==> config.mk <==
export PLATFORM = sky130hd
export DESIGN_NAME = fetch_unit
export DESIGN_NICKNAME = d
export VERILOG_FILES = /design/src/rtl/fetch_unit_pkg.sv /design/src/rtl/fetch_unit_imem_rf.sv /design/src/rtl/fetch_unit.sv
export SDC_FILE = /design/constraint.sdc
export NUM_CORES = 1
export LEC_CHECK = 0
export ABC_AREA = 1
export CAP_MARGIN = 30
export CORE_MARGIN = 2
export CORE_UTILIZATION = 65
export DETAILED_ROUTE_END_ITERATION = 10
export GPL_TIMING_DRIVEN = 0
export HOLD_SLACK_MARGIN = 0.12
export PLACE_DENSITY = 0.85
export SYNTH_ARGS = -nofsm -noshare
export SYNTH_HDL_FRONTEND = slang
export SYNTH_HIERARCHICAL = 1
export SYNTH_SLANG_ARGS = --single-unit
==> constraint.sdc <==
create_clock -name clock -period 18.9 [get_ports clock]
set_input_delay 3.78 -clock clock [delete_from_list [all_inputs] [get_ports clock]]
set_output_delay 3.78 -clock clock [all_outputs]
set_load 0.01 [all_outputs]
==> src/rtl/fetch_unit_pkg.sv <==
// Shared widths, opcodes, PASS word and fetch FSM encodings for the fetch stage.
// Pure definitions: no latency.
// No handshake involved.
package fetch_unit_pkg;

    localparam int BIT_INST = 16;
    localparam int SZB_INS  = 4;

    localparam logic [3:0] OP_PASS  = 4'h0;
    localparam logic [3:0] OP_LOAD  = 4'h3;
    localparam logic [3:0] OP_ADD   = 4'hC;
    localparam logic [3:0] OP_STORE = 4'hD;

    localparam logic [BIT_INST-1:0] PASS_WORD = 16'h0000;

    typedef enum logic [2:0] {
        ST_ISSUE  = 3'd0,
        ST_WAIT   = 3'd1,
        ST_UPDATE = 3'd2,
        ST_INTR   = 3'd3,
        ST_FLUSH  = 3'd4
    } fetch_state_t;

endpackage

==> src/rtl/fetch_unit_imem_rf.sv <==
// Instruction memory register file: async clear, sync write, async read.
// Write lands at the sampling edge; read is combinational.
// No backpressure: a write is accepted every cycle it is enabled.
module imem_rf #(
    parameter int AW = 4,
    parameter int DW = 16
) (
    input  logic          clock,
    input  logic          reset,
    input  logic          wr_vld,
    input  logic [AW-1:0] wr_addr,
    input  logic [DW-1:0] wr_dat,
    input  logic [AW-1:0] rd_addr,
    output logic [DW-1:0] rd_dat
);

    localparam int DEPTH = 1 << AW;

    logic [DW-1:0] mem [DEPTH];

    always_ff @(posedge clock or posedge reset) begin
        if (reset) begin
            for (int i = 0; i < DEPTH; i++) begin
                mem[i] <= '0;
            end
        end else if (wr_vld) begin
            mem[wr_addr] <= wr_dat;
        end
    end

    // A same-edge write is not visible to a fetch sampling rd_dat at that edge.
    assign rd_dat = mem[rd_addr];

endmodule

==> src/rtl/fetch_unit.sv <==
// Fetch stage: PC, instruction memory and registered instruction word to the controller.
// One word per 3 cycles (ISSUE, WAIT, UPDATE); io_cmd forwarded while in interrupt.
// No backpressure: PC steps only on controller feedback sampled in UPDATE.
module fetch_unit
    import fetch_unit_pkg::*;
#(
    parameter int INST_W = BIT_INST,
    parameter int PC_W   = SZB_INS
) (
    input  logic              clock,
    input  logic              reset,
    input  logic              interrupt,
    input  logic              en_cnt,
    input  logic              en_offset,
    input  logic [PC_W-1:0]   pc_offset,
    input  logic              ins_we,
    input  logic [PC_W-1:0]   addr_ins,
    input  logic [INST_W-1:0] io_data,
    input  logic [INST_W-1:0] io_cmd,
    output logic [INST_W-1:0] instructions,
    output logic [PC_W-1:0]   pc,
    output logic              issue
);

    localparam logic [PC_W-1:0] PC_ONE = 1;

    fetch_state_t      state;
    fetch_state_t      state_nxt;
    logic [INST_W-1:0] rd_dat;
    logic [INST_W-1:0] instructions_nxt;
    logic [PC_W-1:0]   pc_nxt;
    logic              issue_nxt;

    imem_rf #(
        .AW(PC_W),
        .DW(INST_W)
    ) u_imem (
        .clock   (clock),
        .reset   (reset),
        .wr_vld  (ins_we),
        .wr_addr (addr_ins),
        .wr_dat  (io_data),
        .rd_addr (pc),
        .rd_dat  (rd_dat)
    );

    always_ff @(posedge clock or posedge reset) begin
        if (reset) begin
            state        <= ST_ISSUE;
            pc           <= '0;
            instructions <= INST_W'(PASS_WORD);
            issue        <= 1'b0;
        end else begin
            state        <= state_nxt;
            pc           <= pc_nxt;
            instructions <= instructions_nxt;
            issue        <= issue_nxt;
        end
    end

    always_comb begin
        state_nxt        = state;
        instructions_nxt = INST_W'(PASS_WORD);
        issue_nxt        = 1'b0;
        pc_nxt           = pc;
        case (state)
            ST_ISSUE: begin
                instructions_nxt = rd_dat;
                issue_nxt        = 1'b1;
                state_nxt        = ST_WAIT;
            end
            ST_WAIT: begin
                state_nxt = ST_UPDATE;
            end
            ST_UPDATE: begin
                state_nxt = ST_ISSUE;
                if (en_offset) begin
                    pc_nxt = pc + pc_offset;
                end else if (en_cnt) begin
                    pc_nxt = pc + PC_ONE;
                end
            end
            ST_INTR: begin
                instructions_nxt = io_cmd;
                state_nxt        = ST_FLUSH;
            end
            ST_FLUSH: begin
                state_nxt = ST_ISSUE;
            end
            default: begin
                state_nxt = ST_ISSUE;
            end
        endcase
        // Interrupt wins from any state and abandons the in-flight PC step.
        if (interrupt) begin
            state_nxt = ST_INTR;
            pc_nxt    = pc;
        end
    end

endmodule

==> results of run 1 <==
## sequential cells by signal (all words and copies together), names as in the netlist
register      count
u_imem/mem      256
state             3
issue             1
instructions     16
pc                4
## final cells by class
type | instances | area, sq um
antenna | 1 | 2.50
buffer | 122 | 517
clock buffer | 40 | 797
clock inverter | 9 | 145
fill | 1535 | 4820
inverter | 243 | 925
multi-input combinational | 1150 | 5040
sequential | 280 | 7010
tap | 270 | 338
timing repair buffer | 67 | 706
## power by group through the flow
| stage | Clock (mW) | Sequential (mW) | Combinational [mW] |
|---|---|---|---|
| CTS | 0.580 | 0.792 | 0.783 |
| floorplan | 0 | 0.790 | 0.486 |
| detailed placement | 0 | 0.800 | 0.774 |
| global placement | 0 | 0.796 | 0.756 |
| finish | 0.576 | 0.794 | 0.821 |
| global route | 0.602 | 0.807 | 0.888 |
## Yosys cell counts (2+ instances only)
cell | count | area share
sky130_fd_sc_hd__buf_1 | 18 | 0.0050
sky130_fd_sc_hd__nand2_1 | 641 | 0.18
sky130_fd_sc_hd__nor3_2 | 3 | 0.0022
sky130_fd_sc_hd__buf_2 | 25 | 0.0093
sky130_fd_sc_hd__o21ai_1 | 4 | 0.0015
sky130_fd_sc_hd__clkbuf_1 | 76 | 0.021
sky130_fd_sc_hd__nor2_1 | 8 | 0.0022
sky130_fd_sc_hd__nand3_1 | 210 | 0.078
sky130_fd_sc_hd__ha_1 | 3 | 0.0028
sky130_fd_sc_hd__dfrtp_1 | 280 | 0.52
sky130_fd_sc_hd__nand4_1 | 16 | 0.0074
sky130_fd_sc_hd__inv_1 | 238 | 0.066
sky130_fd_sc_hd__o21ai_0 | 254 | 0.094
sky130_fd_sc_hd__nand2_2 | 4 | 0.0019
sky130_fd_sc_hd__inv_2 | 3 | 0.00084
sky130_fd_sc_hd__or2_2 | 2 | 0.00093
## worst min-delay path, stage by stage, from the launching register on
cell and delay (ns):
sky130_fd_sc_hd__dfrtp_1 0.34, sky130_fd_sc_hd__nand2_1 0.05, sky130_fd_sc_hd__o21ai_0 0.06
## metal layers
layer / GRT usage / routed length (microns) / vias up
met5: 0 / 12 / -
met4: 0.254 / 3290 / 2
met3: 0.105 / 5670 / 210
met2: 0.629 / 19500 / 947
met1: 0.563 / 16600 / 6063
li1: - / - / 5788
## worst paths after layout
kind                                                  start                           to  slack (ns)  cells after the start
worst min-delay path            u_imem/mem[199]$_DFFE_PP0P_  u_imem/mem[199]$_DFFE_PP0P_        0.48                      2
worst max register to register            pc[0]$_DFFE_PP0P_    instructions[2]$_DFF_PP0_       16.35                     10
min in group asynchronous                             reset  u_imem/mem[231]$_DFFE_PP0P_        3.66                      2
worst max-delay path                      pc[1]$_DFFE_PP0P_                        pc[1]       13.47                      1
max in group asynchronous                             reset  u_imem/mem[103]$_DFFE_PP0P_       14.38                      3
worst min register to register  u_imem/mem[199]$_DFFE_PP0P_  u_imem/mem[199]$_DFFE_PP0P_        0.48                      2
## kinds of logic after synthesis
kind of cell	Yosys count	synth area share
XOR/XNOR	1	0.000650
AO/OA/AOI/OAI	258	0.0958
buffers and inverters	365	0.106
flip-flops	280	0.520
adder cells (fa/ha/maj)	4	0.00427
AND/OR/NAND/NOR	887	0.273
## per-stage QoR
| stage | total power, mW | utilization |
|---|---|---|
| after floorplan | 1.28 | - |
| after global placement | 1.55 | 0.713 |
| after detailed placement | 1.57 | 0.716 |
| after CTS | 2.16 | 0.762 |
| after global routing | 2.30 | 0.762 |
| final | 2.19 | 0.762 |
## placed cells by master (no fill, tap or decap), drive strengths merged, types with 4 or more instances in the layout
master	n
buf	48
bufinv	4
clkbuf	116
clkdlybuf4s50	65
clkinv	6
dfrtp	280
inv	242
nand2	645
nand3	210
nand4	16
nor2	9
o21ai	258
==> tab_implementation.tex, run 1 <==
\begin{tabular}{lr}
\hline
Metric & Value \\
\hline
\multicolumn{2}{l}{\textbf{Setup path}} \\
\quad CP arrival & $\sim$1.7 ns \\
\quad Delay of the slowest critical-path stage & 0.60 ns \\
\quad Endpoint class of the critical path & output port \\
\quad Crit path cell chain & clkdlybuf4s50\_1 \\
\quad Cell type group with the largest total delay on the critical path & buffers and inverters \\
\quad Crit path buffers/inverters & 1 \\
\quad Slowest stage cell on the critical path & sky130\_fd\_sc\_hd\_\_clkdlybuf4s50\_1 \\
\quad Required time at the worst-slack endpoint & around 15 ns \\
\quad Launching element type of the critical path & flip-flop \\
\quad WS Path Type & flip-flop to output port \\
\quad Peak fanout along the critical path & 6 \\
\multicolumn{2}{l}{\textbf{Synthesis}} \\
\quad Count of different cell masters after synthesis & 26 \\
\quad Number of nets produced by synthesis & 1845 \\
\quad Top flip-flop cell by instance count after synthesis & sky130\_fd\_sc\_hd\_\_dfrtp\_1 \\
\quad Synthesis-stage register bit count & 280 \\
\quad Post-Synthesis Cells & between 1500 and 2000 \\
\quad Part of the Yosys area used for sequential elements & 0.520 \\
\quad Average cell area after synthesis & between 7 and 8 sq um \\
\quad Total number of yosys warnings & 6 \\
\quad Number of enable flip-flop cells after synthesis & 0 \\
\quad Mapped Area & approximately 13000 sq um \\
\quad Post-synth ARST share & 1.00 \\
\multicolumn{2}{l}{\textbf{Power and ir drop}} \\
\quad Switching Power & between 800 and 900 uW \\
\quad Reg power frac & 0.362 \\
\quad Static Leakage & around 8 nW \\
\quad Fraction of power spent switching nets & 0.398 \\
\quad Internal power of the cells & between 1 and 1.5 mW \\
\quad Pwr Density & 142 nW/um\^{}2 \\
\quad Worst IR Drop VDD & roughly 90 uV \\
\quad Relative contribution of the clock network to total power & 0.263 \\
\quad Combinational share of power & 0.375 \\
\multicolumn{2}{l}{\textbf{Die}} \\
\quad \# IOs & 67 \\
\quad Die W & about 150 microns \\
\quad Chip Height & about 150 microns \\
\quad Starting density of the core & 0.664 \\
\quad Standard-cell row count & 52 \\
\quad Die area & about 22000 sq um \\
\quad Core Area & roughly 20000 sq um \\
\multicolumn{2}{l}{\textbf{Routing}} \\
\quad Total via count in the routed design & around 13000 \\
\quad Mean routed wirelength per cell & about 21 microns \\
\quad DRT antenna net count & 0 \\
\quad Final routed DRC violation total & 0 \\
\quad Drt pass-1 iters & 8 \\
\quad Routed via count divided by cell count & about 6.0 \\
\quad Number of DRC markers in iteration 0 & $\sim$2000 \\
\quad WL final & $\sim$45000 microns \\
\multicolumn{2}{l}{\textbf{Final layout}} \\
\quad Synthesis-to-layout area growth & 14.8\% \\
\quad Area of all placed cells without fillers & 15500 sq um \\
\quad Number of standard cells in the final layout excluding fillers & 2182 \\
\quad Share of post-route cells with drive strength above 1 & 0.0455 \\
\quad Number of nets in the finished design & around 1900 \\
\multicolumn{2}{l}{\textbf{GRT}} \\
\quad Number of global-route vias before repair & around 12000 \\
\quad Largest net degree at the start of global routing & 107 \\
\quad Aggregate global-route resource usage & 0.422 \\
\quad Global-route wire length before repair & between 60000 and 70000 microns \\
\quad Number of antenna violations at the first check in global routing & 2 \\
\quad Remaining Overflow, GRT & 0 \\
\multicolumn{2}{l}{\textbf{Clocking}} \\
\quad Post CTS Setup Buffer Count & 0 \\
\quad CTS Root Cell & sky130\_fd\_sc\_hd\_\_clkbuf\_16 \\
\quad CTS Hold Bufs & 0 \\
\quad TritonCTS clock tree & done \\
\quad Clock transition at the registers of the reported paths & $\sim$0.060 ns \\
\quad Gates resized, CTS repair & 0 \\
\quad Clock latency on the worst-skew pair & around 0.55 ns \\
\quad Clock Sink Count & 280 \\
\quad H-tree levels & 1 \\
\quad Worst-case clock buffer depth & 3 \\
\quad CTS buffer count & 29 \\
\multicolumn{2}{l}{\textbf{Placed design}} \\
\quad Count of buffers inserted at the top-level ports & between 60 and 70 \\
\quad Worst Setup Slack post-DPL & between 10 and 15 ns \\
\quad Number of placed cells counting well taps & roughly 2100 \\
\quad Dpl cell area & 14500 sq um \\
\quad Final GP Congestion & 1.03 \\
\quad Placed wire-length estimate & $\sim$31000 microns \\
\multicolumn{2}{l}{\textbf{Flow run}} \\
\quad Number of maximum-capacitance constraint violations & 0 \\
\multicolumn{2}{l}{\textbf{Timing}} \\
\quad Portion of the clock cycle consumed by the worst path in the final layout & 0.287 \\
\quad Total negative slack & 0 ns \\
\quad Final Critical Period & approximately 5.4 ns \\
\quad Hold\_ws & a little under 0.5 ns \\
\quad Number of setup violations in the final report & 0 \\
\quad Slew at the pin closest to its max-slew limit & around 0.92 ns \\
\quad Total count of hold-check failures in the final report & 0 \\
\quad Slew Viols, Final & 0 \\
\quad Setup clock skew after layout & roughly 0.0078 ns \\
\quad RSZ-0062 raised after global routing & no \\
\quad Worst max-slew margin expressed relative to the limit & 0.384 \\
\quad Min setup slack post-route & 13.47 ns \\
\quad Fmax & between 150 and 200 MHz \\
\multicolumn{2}{l}{\textbf{Hold path}} \\
\quad Path category of the worst min-delay check & flip-flop to flip-flop \\
\multicolumn{2}{l}{\textbf{Status}} \\
\quad Result of the run & complete, no violations \\
\hline
\end{tabular}
No activity file was read; power rests on OpenSTA's default activity.
==> inputs of run 2 (changes only) <==
- CORE_UTILIZATION: 65 -> 55
- PLACE_DENSITY: 0.85 -> 0.77
- clock period: 18.9 -> 4.6 ns (I/O delays scaled with it)
==> run 2 against run 1 <==
Hold slack gained 0.0023 ns; design area up 1.2%; register-to-register slack got worse by 14 ns; largest power group unchanged.
==> tab_implementation.tex, run 2 (synthesized netlist as in run 1, its figures left out) <==
\begin{tabular}{lr}
\hline
Metric & Value \\
\hline
\multicolumn{2}{l}{\textbf{Clocking}} \\
\quad Clock transition at the registers of the reported paths & 0.06 ns (about the same) \\
\quad TritonCTS clock tree & done \\
\quad Clock latency on the worst-skew pair & 0.56 ns (about the same) \\
\quad Worst-case clock buffer depth & 3 (unchanged) \\
\quad Gates resized, CTS repair & 0 (unchanged) \\
\quad H-tree levels & 1 (unchanged) \\
\quad CTS buffer count & 31 (+6.9\%) \\
\quad CTS Root Cell & sky130\_fd\_sc\_hd\_\_clkbuf\_16 \\
\quad CTS Hold Bufs & 0 (unchanged) \\
\quad Post CTS Setup Buffer Count & 0 (unchanged) \\
\quad Clock Sink Count & 280 (unchanged) \\
\multicolumn{2}{l}{\textbf{Placed design}} \\
\quad Dpl cell area & 14700 sq um (+1.0\%) \\
\quad Final GP Congestion & 1.03 (+0.21\%) \\
\quad Count of buffers inserted at the top-level ports & 65 (unchanged) \\
\quad Placed wire-length estimate & 32800 microns (+5.1\%) \\
\quad Number of placed cells counting well taps & 2191 (+2.8\%) \\
\quad Worst Setup Slack post-DPL & 1.71 ns (-11.39 ns) \\
\multicolumn{2}{l}{\textbf{Power and ir drop}} \\
\quad Pwr Density & 575 nW/um\^{}2 (+310\%) \\
\quad Reg power frac & 0.363 (about the same) \\
\quad Combinational share of power & 0.370 (-0.005) \\
\quad Switching Power & 3.56 mW (+310\%) \\
\quad Static Leakage & 7.92 nW (+0.61\%) \\
\quad Worst IR Drop VDD & 397 uV (+330\%) \\
\quad Relative contribution of the clock network to total power & 0.267 (+0.004) \\
\quad Internal power of the cells & 5.44 mW (+310\%) \\
\quad Fraction of power spent switching nets & 0.396 (-0.00269) \\
\quad Overall Power & 9.00 mW (+310\%) \\
\multicolumn{2}{l}{\textbf{Timing}} \\
\quad Worst max-slew margin expressed relative to the limit & 0.406 (+0.0220) \\
\quad Slew at the pin closest to its max-slew limit & 0.890 ns (-0.0340 ns) \\
\quad Number of setup violations in the final report & 0 (unchanged) \\
\quad RSZ-0062 raised after global routing & no \\
\quad Final Critical Period & 2.70 ns \\
\quad Slew Viols, Final & 0 (unchanged) \\
\quad Fmax & 370 MHz \\
\quad Total negative slack & 0 ns (unchanged) \\
\quad Hold\_ws & 0.483 ns (+0.00228 ns) \\
\quad Setup clock skew after layout & 0.0103 ns (+0.00243 ns) \\
\quad Min setup slack post-route & 1.90 ns (-11.57 ns) \\
\quad Total count of hold-check failures in the final report & 0 (unchanged) \\
\quad Portion of the clock cycle consumed by the worst path in the final layout & 0.588 \\
\multicolumn{2}{l}{\textbf{Flow run}} \\
\quad Number of maximum-capacitance constraint violations & 0 (unchanged) \\
\multicolumn{2}{l}{\textbf{Setup path}} \\
\quad CP arrival & 1.78 ns (+0.13 ns) \\
\quad Crit path buffers/inverters & 1 (unchanged) \\
\quad Cell type group with the largest total delay on the critical path & buffers and inverters \\
\quad Crit path cell chain & clkdlybuf4s50\_1 \\
\quad Delay of the slowest critical-path stage & 0.62 ns (+0.02 ns) \\
\quad Required time at the worst-slack endpoint & 3.68 ns (-11.44 ns) \\
\quad Launching element type of the critical path & flip-flop \\
\quad Register-to-register setup slack & 2.07 ns (-14.28 ns) \\
\quad Slowest stage cell on the critical path & sky130\_fd\_sc\_hd\_\_clkdlybuf4s50\_1 \\
\quad WS Path Type & flip-flop to output port \\
\quad Peak fanout along the critical path & 6 (unchanged) \\
\quad Endpoint class of the critical path & output port \\
\multicolumn{2}{l}{\textbf{GRT}} \\
\quad Global-route wire length before repair & 70100 microns (+0.21\%) \\
\quad Largest net degree at the start of global routing & 43 (-60\%) \\
\quad Number of antenna violations at the first check in global routing & 1 (-1) \\
\quad Aggregate global-route resource usage & 0.357 (-0.0650) \\
\quad Number of global-route vias before repair & 12200 (-2.4\%) \\
\quad Remaining Overflow, GRT & 0 (unchanged) \\
\multicolumn{2}{l}{\textbf{Final layout}} \\
\quad Fill cell instance count of the final layout & 2063 (+34\%) \\
\quad Top library cells by usage in the layout, fill and taps aside & sky130\_fd\_sc\_hd\_\_nand2\_1, sky130\_fd\_sc\_hd\_\_dfrtp\_1, sky130\_fd\_sc\_hd\_\_o21ai\_0 \\
\quad Number of nets in the finished design & 1950 (+0.36\%) \\
\quad Synthesis-to-layout area growth & 16.2\% \\
\quad Share of post-route cells with drive strength above 1 & 0.0490 (+0.00343) \\
\quad Number of standard cells in the final layout excluding fillers & 2244 (+2.8\%) \\
\quad Largest register FFs & 256 (unchanged) \\
\quad Largest registers ranked by flip-flop count & u\_imem/mem (256), instructions (16), pc (4) \\
\quad Count of antenna diodes in the layout & 0 (-1) \\
\quad Register with the most flip-flops & u\_imem/mem \\
\quad Core Util, Final & 0.648 (-0.115) \\
\quad Area of all placed cells without fillers & 15700 sq um (+1.2\%) \\
\quad Most common cell after layout, fill and taps aside & sky130\_fd\_sc\_hd\_\_nand2\_1 \\
\multicolumn{2}{l}{\textbf{Routing}} \\
\quad Routed via count divided by cell count & 5.67 (-4.9\%) \\
\quad Total via count in the routed design & 12700 (-2.2\%) \\
\quad DRT antenna net count & 0 (unchanged) \\
\quad Mean routed wirelength per cell & 20.1 microns (-2.6\%) \\
\quad Number of DRC markers in iteration 0 & 1566 (-22\%) \\
\quad Drt pass-1 iters & 6 (-2) \\
\quad Final routed DRC violation total & 0 (unchanged) \\
\quad WL final & 45200 microns (+0.12\%) \\
\multicolumn{2}{l}{\textbf{Hold path}} \\
\quad Path category of the worst min-delay check & flip-flop to flip-flop \\
\multicolumn{2}{l}{\textbf{Die}} \\
\quad Starting density of the core & 0.558 (-0.107) \\
\quad \# IOs & 67 (unchanged) \\
\quad Die area & 25800 sq um (+18\%) \\
\quad Core Area & 24200 sq um (+19\%) \\
\quad Standard-cell row count & 57 (+9.6\%) \\
\quad Die W & 161 microns (+8.5\%) \\
\quad Chip Height & 161 microns (+8.5\%) \\
\multicolumn{2}{l}{\textbf{Status}} \\
\quad Result of the run & complete, no violations \\
\hline
\end{tabular}
run 2: power groups by stage:
| stage | logic, mW | clock network (mW) | registers [mW] |
|---|---|---|---|
| floorplan | 2.00 | 0 | 3.25 |
| global placement | 3.14 | 0 | 3.28 |
| detailed placement | 3.20 | 0 | 3.29 |
| CTS | 3.23 | 2.43 | 3.26 |
| global route | 3.61 | 2.52 | 3.32 |
| finish | 3.33 | 2.40 | 3.27 |
run 2: area by class of cell:
class / instances / area [sq um] / area share
Clock buffer: 47 / 896 / 0.0572
Multi-Input combinational cell: 1150 / 5040 / 0.322
Tap cell: 324 / 405 / 0.0259
Inverter: 243 / 921 / 0.0588
Clock inverter: 6 / 86.3 / 0.00551
Timing Repair Buffer: 72 / 791 / 0.0505
Buffer: 122 / 517 / 0.0330
Sequential cell: 280 / 7010 / 0.447
run 2: final timing paths:
path | to | cells past startpoint | start
min in group asynchronous | u_imem/mem[205]$_DFFE_PP0P_ | 2 | reset
max in group asynchronous | u_imem/mem[81]$_DFFE_PP0P_ | 5 | reset
hold reg to reg | u_imem/mem[39]$_DFFE_PP0P_ | 2 | u_imem/mem[39]$_DFFE_PP0P_
hold / removal | u_imem/mem[39]$_DFFE_PP0P_ | 2 | u_imem/mem[39]$_DFFE_PP0P_
setup / recovery | pc[0] | 1 | pc[0]$_DFFE_PP0P_
setup reg to reg | instructions[11]$_DFF_PP0_ | 9 | pc[0]$_DFFE_PP0P_
run 2: metal layers:
layer / global-route usage / routed length [microns]
met5: 0 / 0
met3: 0.0692 / 4750
met2: 0.546 / 20000
met4: 0.149 / 2110
met1: 0.504 / 18300
==> inputs of run 3 (changes only) <==
- clock period: 4.6 -> 2.4 ns (I/O delays scaled with it)
==> run 3 against run 2 <==
Sequential power up 92%; wire length up 0.37%; total power up 92%; non-clock buffer count unchanged; worst setup slack worse by 1.9 ns; sequential cell count unchanged; clock power up 93%; count of clock-buffer cells in the layout unchanged; design area up 0.10%.
==> tab_implementation.tex, run 3 (synthesized netlist as in run 1, its figures left out) <==
\begin{tabular}{lr}
\hline
Metric & Value \\
\hline
\multicolumn{2}{l}{\textbf{Final layout}} \\
\quad Register with the most flip-flops & u\_imem/mem \\
\quad Largest register FFs & 256 (unchanged) \\
\quad Largest registers ranked by flip-flop count & u\_imem/mem (256), instructions (16), pc (4) \\
\quad Share of post-route cells with drive strength above 1 & 0.0557 (+0.00677) \\
\quad Count of antenna diodes in the layout & 0 (unchanged) \\
\quad Top library cells by usage in the layout, fill and taps aside & sky130\_fd\_sc\_hd\_\_nand2\_1, sky130\_fd\_sc\_hd\_\_dfrtp\_1, sky130\_fd\_sc\_hd\_\_o21ai\_0 \\
\quad Synthesis-to-layout area growth & 16.3\% \\
\quad Number of nets in the finished design & 1950 (unchanged) \\
\quad Area of all placed cells without fillers & 15700 sq um (+0.10\%) \\
\quad Most common cell after layout, fill and taps aside & sky130\_fd\_sc\_hd\_\_nand2\_1 \\
\quad Core Util, Final & 0.649 (+0.000673) \\
\multicolumn{2}{l}{\textbf{Setup path}} \\
\quad R2R depth & 7 (-2) \\
\quad Register-to-register setup slack & 0.02 ns (-2.05 ns) \\
\quad Startpoint of the most critical setup path & pc[2]\$\_DFFE\_PP0P\_ \\
\quad Start of the worst register-to-register path & pc[2]\$\_DFFE\_PP0P\_ \\
\quad WS Path Type & flip-flop to flip-flop \\
\quad Cell type group with the largest total delay on the critical path & buffers and inverters \\
\quad Required time at the worst-slack endpoint & 2.82 ns (-0.86 ns) \\
\quad Endpoint of the worst register-to-register path & instructions[11]\$\_DFF\_PP0\_ \\
\quad Peak fanout along the critical path & 10 (+4) \\
\quad Crit path cell chain & clkbuf\_1 -> buf\_1 -> nand3\_1 -> nand3\_1 -> nand2\_1 -> nand2\_2 -> nand2\_1 \\
\quad Endpoint class of the critical path & flip-flop \\
\quad Delay of the slowest critical-path stage & 0.60 ns (-0.02 ns) \\
\quad Slowest stage cell on the critical path & sky130\_fd\_sc\_hd\_\_buf\_1 \\
\quad Launching element type of the critical path & flip-flop \\
\quad Crit path buffers/inverters & 2 (+1) \\
\quad CP arrival & 2.81 ns (+1.03 ns) \\
\multicolumn{2}{l}{\textbf{Routing}} \\
\quad DRT antenna net count & 0 (unchanged) \\
\quad Total via count in the routed design & 12700 (-0.11\%) \\
\quad Mean routed wirelength per cell & 20.2 microns (+0.37\%) \\
\quad Number of DRC markers in iteration 0 & 1544 (-1.4\%) \\
\quad WL final & 45400 microns (+0.37\%) \\
\quad Final routed DRC violation total & 0 (unchanged) \\
\quad Drt pass-1 iters & 6 (unchanged) \\
\quad Routed via count divided by cell count & 5.67 (-0.11\%) \\
\multicolumn{2}{l}{\textbf{Placed design}} \\
\quad Placed wire-length estimate & 32800 microns (unchanged) \\
\quad Worst Setup Slack post-DPL & -0.0494 ns (-1.76 ns) \\
\quad Final GP Congestion & 1.03 (unchanged) \\
\quad Count of buffers inserted at the top-level ports & 65 (unchanged) \\
\quad Dpl cell area & 14700 sq um (unchanged) \\
\multicolumn{2}{l}{\textbf{Clocking}} \\
\quad Worst-case clock buffer depth & 3 (unchanged) \\
\quad H-tree levels & 1 (unchanged) \\
\quad CTS Hold Bufs & 0 (unchanged) \\
\quad Clock transition at the registers of the reported paths & 0.06 ns (about the same) \\
\quad TritonCTS clock tree & done \\
\quad Clock Sink Count & 280 (unchanged) \\
\quad Clock latency on the worst-skew pair & 0.56 ns (about the same) \\
\quad CTS Root Cell & sky130\_fd\_sc\_hd\_\_clkbuf\_16 \\
\quad CTS buffer count & 31 (unchanged) \\
\multicolumn{2}{l}{\textbf{GRT}} \\
\quad Largest net degree at the start of global routing & 43 (unchanged) \\
\quad Global-route wire length before repair & 70100 microns (about the same) \\
\quad Aggregate global-route resource usage & 0.357 (about the same) \\
\quad Number of global-route vias before repair & 12200 (+0.12\%) \\
\quad Remaining Overflow, GRT & 0 (unchanged) \\
\quad Number of antenna violations at the first check in global routing & 1 (unchanged) \\
\multicolumn{2}{l}{\textbf{Timing}} \\
\quad RSZ-0062 raised after global routing & no \\
\quad Total count of hold-check failures in the final report & 0 (unchanged) \\
\quad Min setup slack post-route & 0.0185 ns (-1.88 ns) \\
\quad Setup clock skew after layout & 0.0123 ns (+0.00203 ns) \\
\quad Fmax & 420 MHz \\
\quad Number of setup violations in the final report & 0 (unchanged) \\
\quad Slew at the pin closest to its max-slew limit & 0.905 ns (+0.0154 ns) \\
\quad Hold\_ws & 0.318 ns (-0.165 ns) \\
\quad Final Critical Period & about 2.4 ns \\
\quad Worst max-slew margin expressed relative to the limit & 0.396 (-0.0103) \\
\quad Slew Viols, Final & 0 (unchanged) \\
\quad Portion of the clock cycle consumed by the worst path in the final layout & 0.992 \\
\multicolumn{2}{l}{\textbf{Die}} \\
\quad Core Area & 24200 sq um (unchanged) \\
\quad Standard-cell row count & 57 (unchanged) \\
\quad Chip Height & 161 microns (unchanged) \\
\quad Die W & 161 microns (unchanged) \\
\quad \# IOs & 67 (unchanged) \\
\quad Starting density of the core & 0.558 (unchanged) \\
\quad Die area & 25800 sq um (unchanged) \\
\multicolumn{2}{l}{\textbf{Power and ir drop}} \\
\quad Worst IR Drop VDD & 767 uV (+94\%) \\
\quad Static Leakage & 7.95 nW (+0.49\%) \\
\quad Pwr Density & 1100 nW/um\^{}2 (+92\%) \\
\quad Overall Power & 17.3 mW (+92\%) \\
\multicolumn{2}{l}{\textbf{Flow run}} \\
\quad Number of maximum-capacitance constraint violations & 0 (unchanged) \\
\multicolumn{2}{l}{\textbf{Hold path}} \\
\quad Path category of the worst min-delay check & input port to asynchronous set/reset pin \\
\multicolumn{2}{l}{\textbf{Status}} \\
\quad Result of the run & complete, no violations \\
\hline
\end{tabular}
[run 3: cell types whose count changed in the layout (fill, tap and decap cells not counted)]
| cell | before | now |
|---|---|---|
| sky130_fd_sc_hd__clkbuf_1 | 86 | 82 |
| sky130_fd_sc_hd__buf_2 | 25 | 26 |
| sky130_fd_sc_hd__buf_1 | 18 | 9 |
| sky130_fd_sc_hd__clkbuf_2 | 0 | 12 |
[run 3: worst max-delay path by stage]
stage          depth (start not counted)                           to  slack (ns)
6_report                               7   instructions[11]$_DFF_PP0_        0.02
5_1_grt                                9    instructions[1]$_DFF_PP0_        0.01
4_1_cts                               10   instructions[13]$_DFF_PP0_       0.007
3_5_place_dp                           5  u_imem/mem[145]$_DFFE_PP0P_       -0.05
3_3_place_gp                           2   u_imem/mem[32]$_DFFE_PP0P_       -3.35
2_1_floorplan                          1    u_imem/mem[0]$_DFFE_PP0P_       -1.45
[run 3: worst register-to-register path, delay by kind of cell (launching register included)]
kind          cells  cell delay (ns)
simple gates      5             0.77
buf+inv           2             1.05
flops             1             0.44
[run 3: area by class of cell]
class	count	area, sq um
plain buffers	122	533
repair buffers	72	791
flip-flops and latches	280	7010
clock buffers	47	896
well taps	324	405
inverters	243	921
clock inverters	6	86.3
fillers	2066	8500
multi-input cells	1150	5040
[run 3: report_power, final]
part | switching (mW) | internal (mW) | total (mW)
Clock | 1.86 | 2.76 | 4.62
Sequential | 0.532 | 5.73 | 6.27
Combinational | 4.46 | 1.96 | 6.42
[run 3: per-stage QoR]
| step | instances | setup TNS, ns |
|---|---|---|
| 2_1_floorplan | 1795 | -371.62 |
| 3_3_place_gp | 2184 | -852.41 |
| 3_5_place_dp | 2191 | -0.213 |
| 4_1_cts | 2244 | 0 |
| 5_1_grt | 2244 | 0 |
| 6_report | 2244 | 0 |
[run 3: what timing repair did]
action,4_1_cts,5_1_grt
endpoints found under the hold margin,0,0
buffers inserted,0,0
endpoints found under the setup margin,1,15
resized for setup,1,16
[run 3: layer usage]
layer / part of all wire / up-vias / global-route usage
met2: 0.44 / 715 / 0.547
met5: 0 / - / 0
met3: 0.10 / 144 / 0.0705
met4: 0.049 / 0 / 0.151
li1: - / 5792 / -
met1: 0.41 / 6064 / 0.501
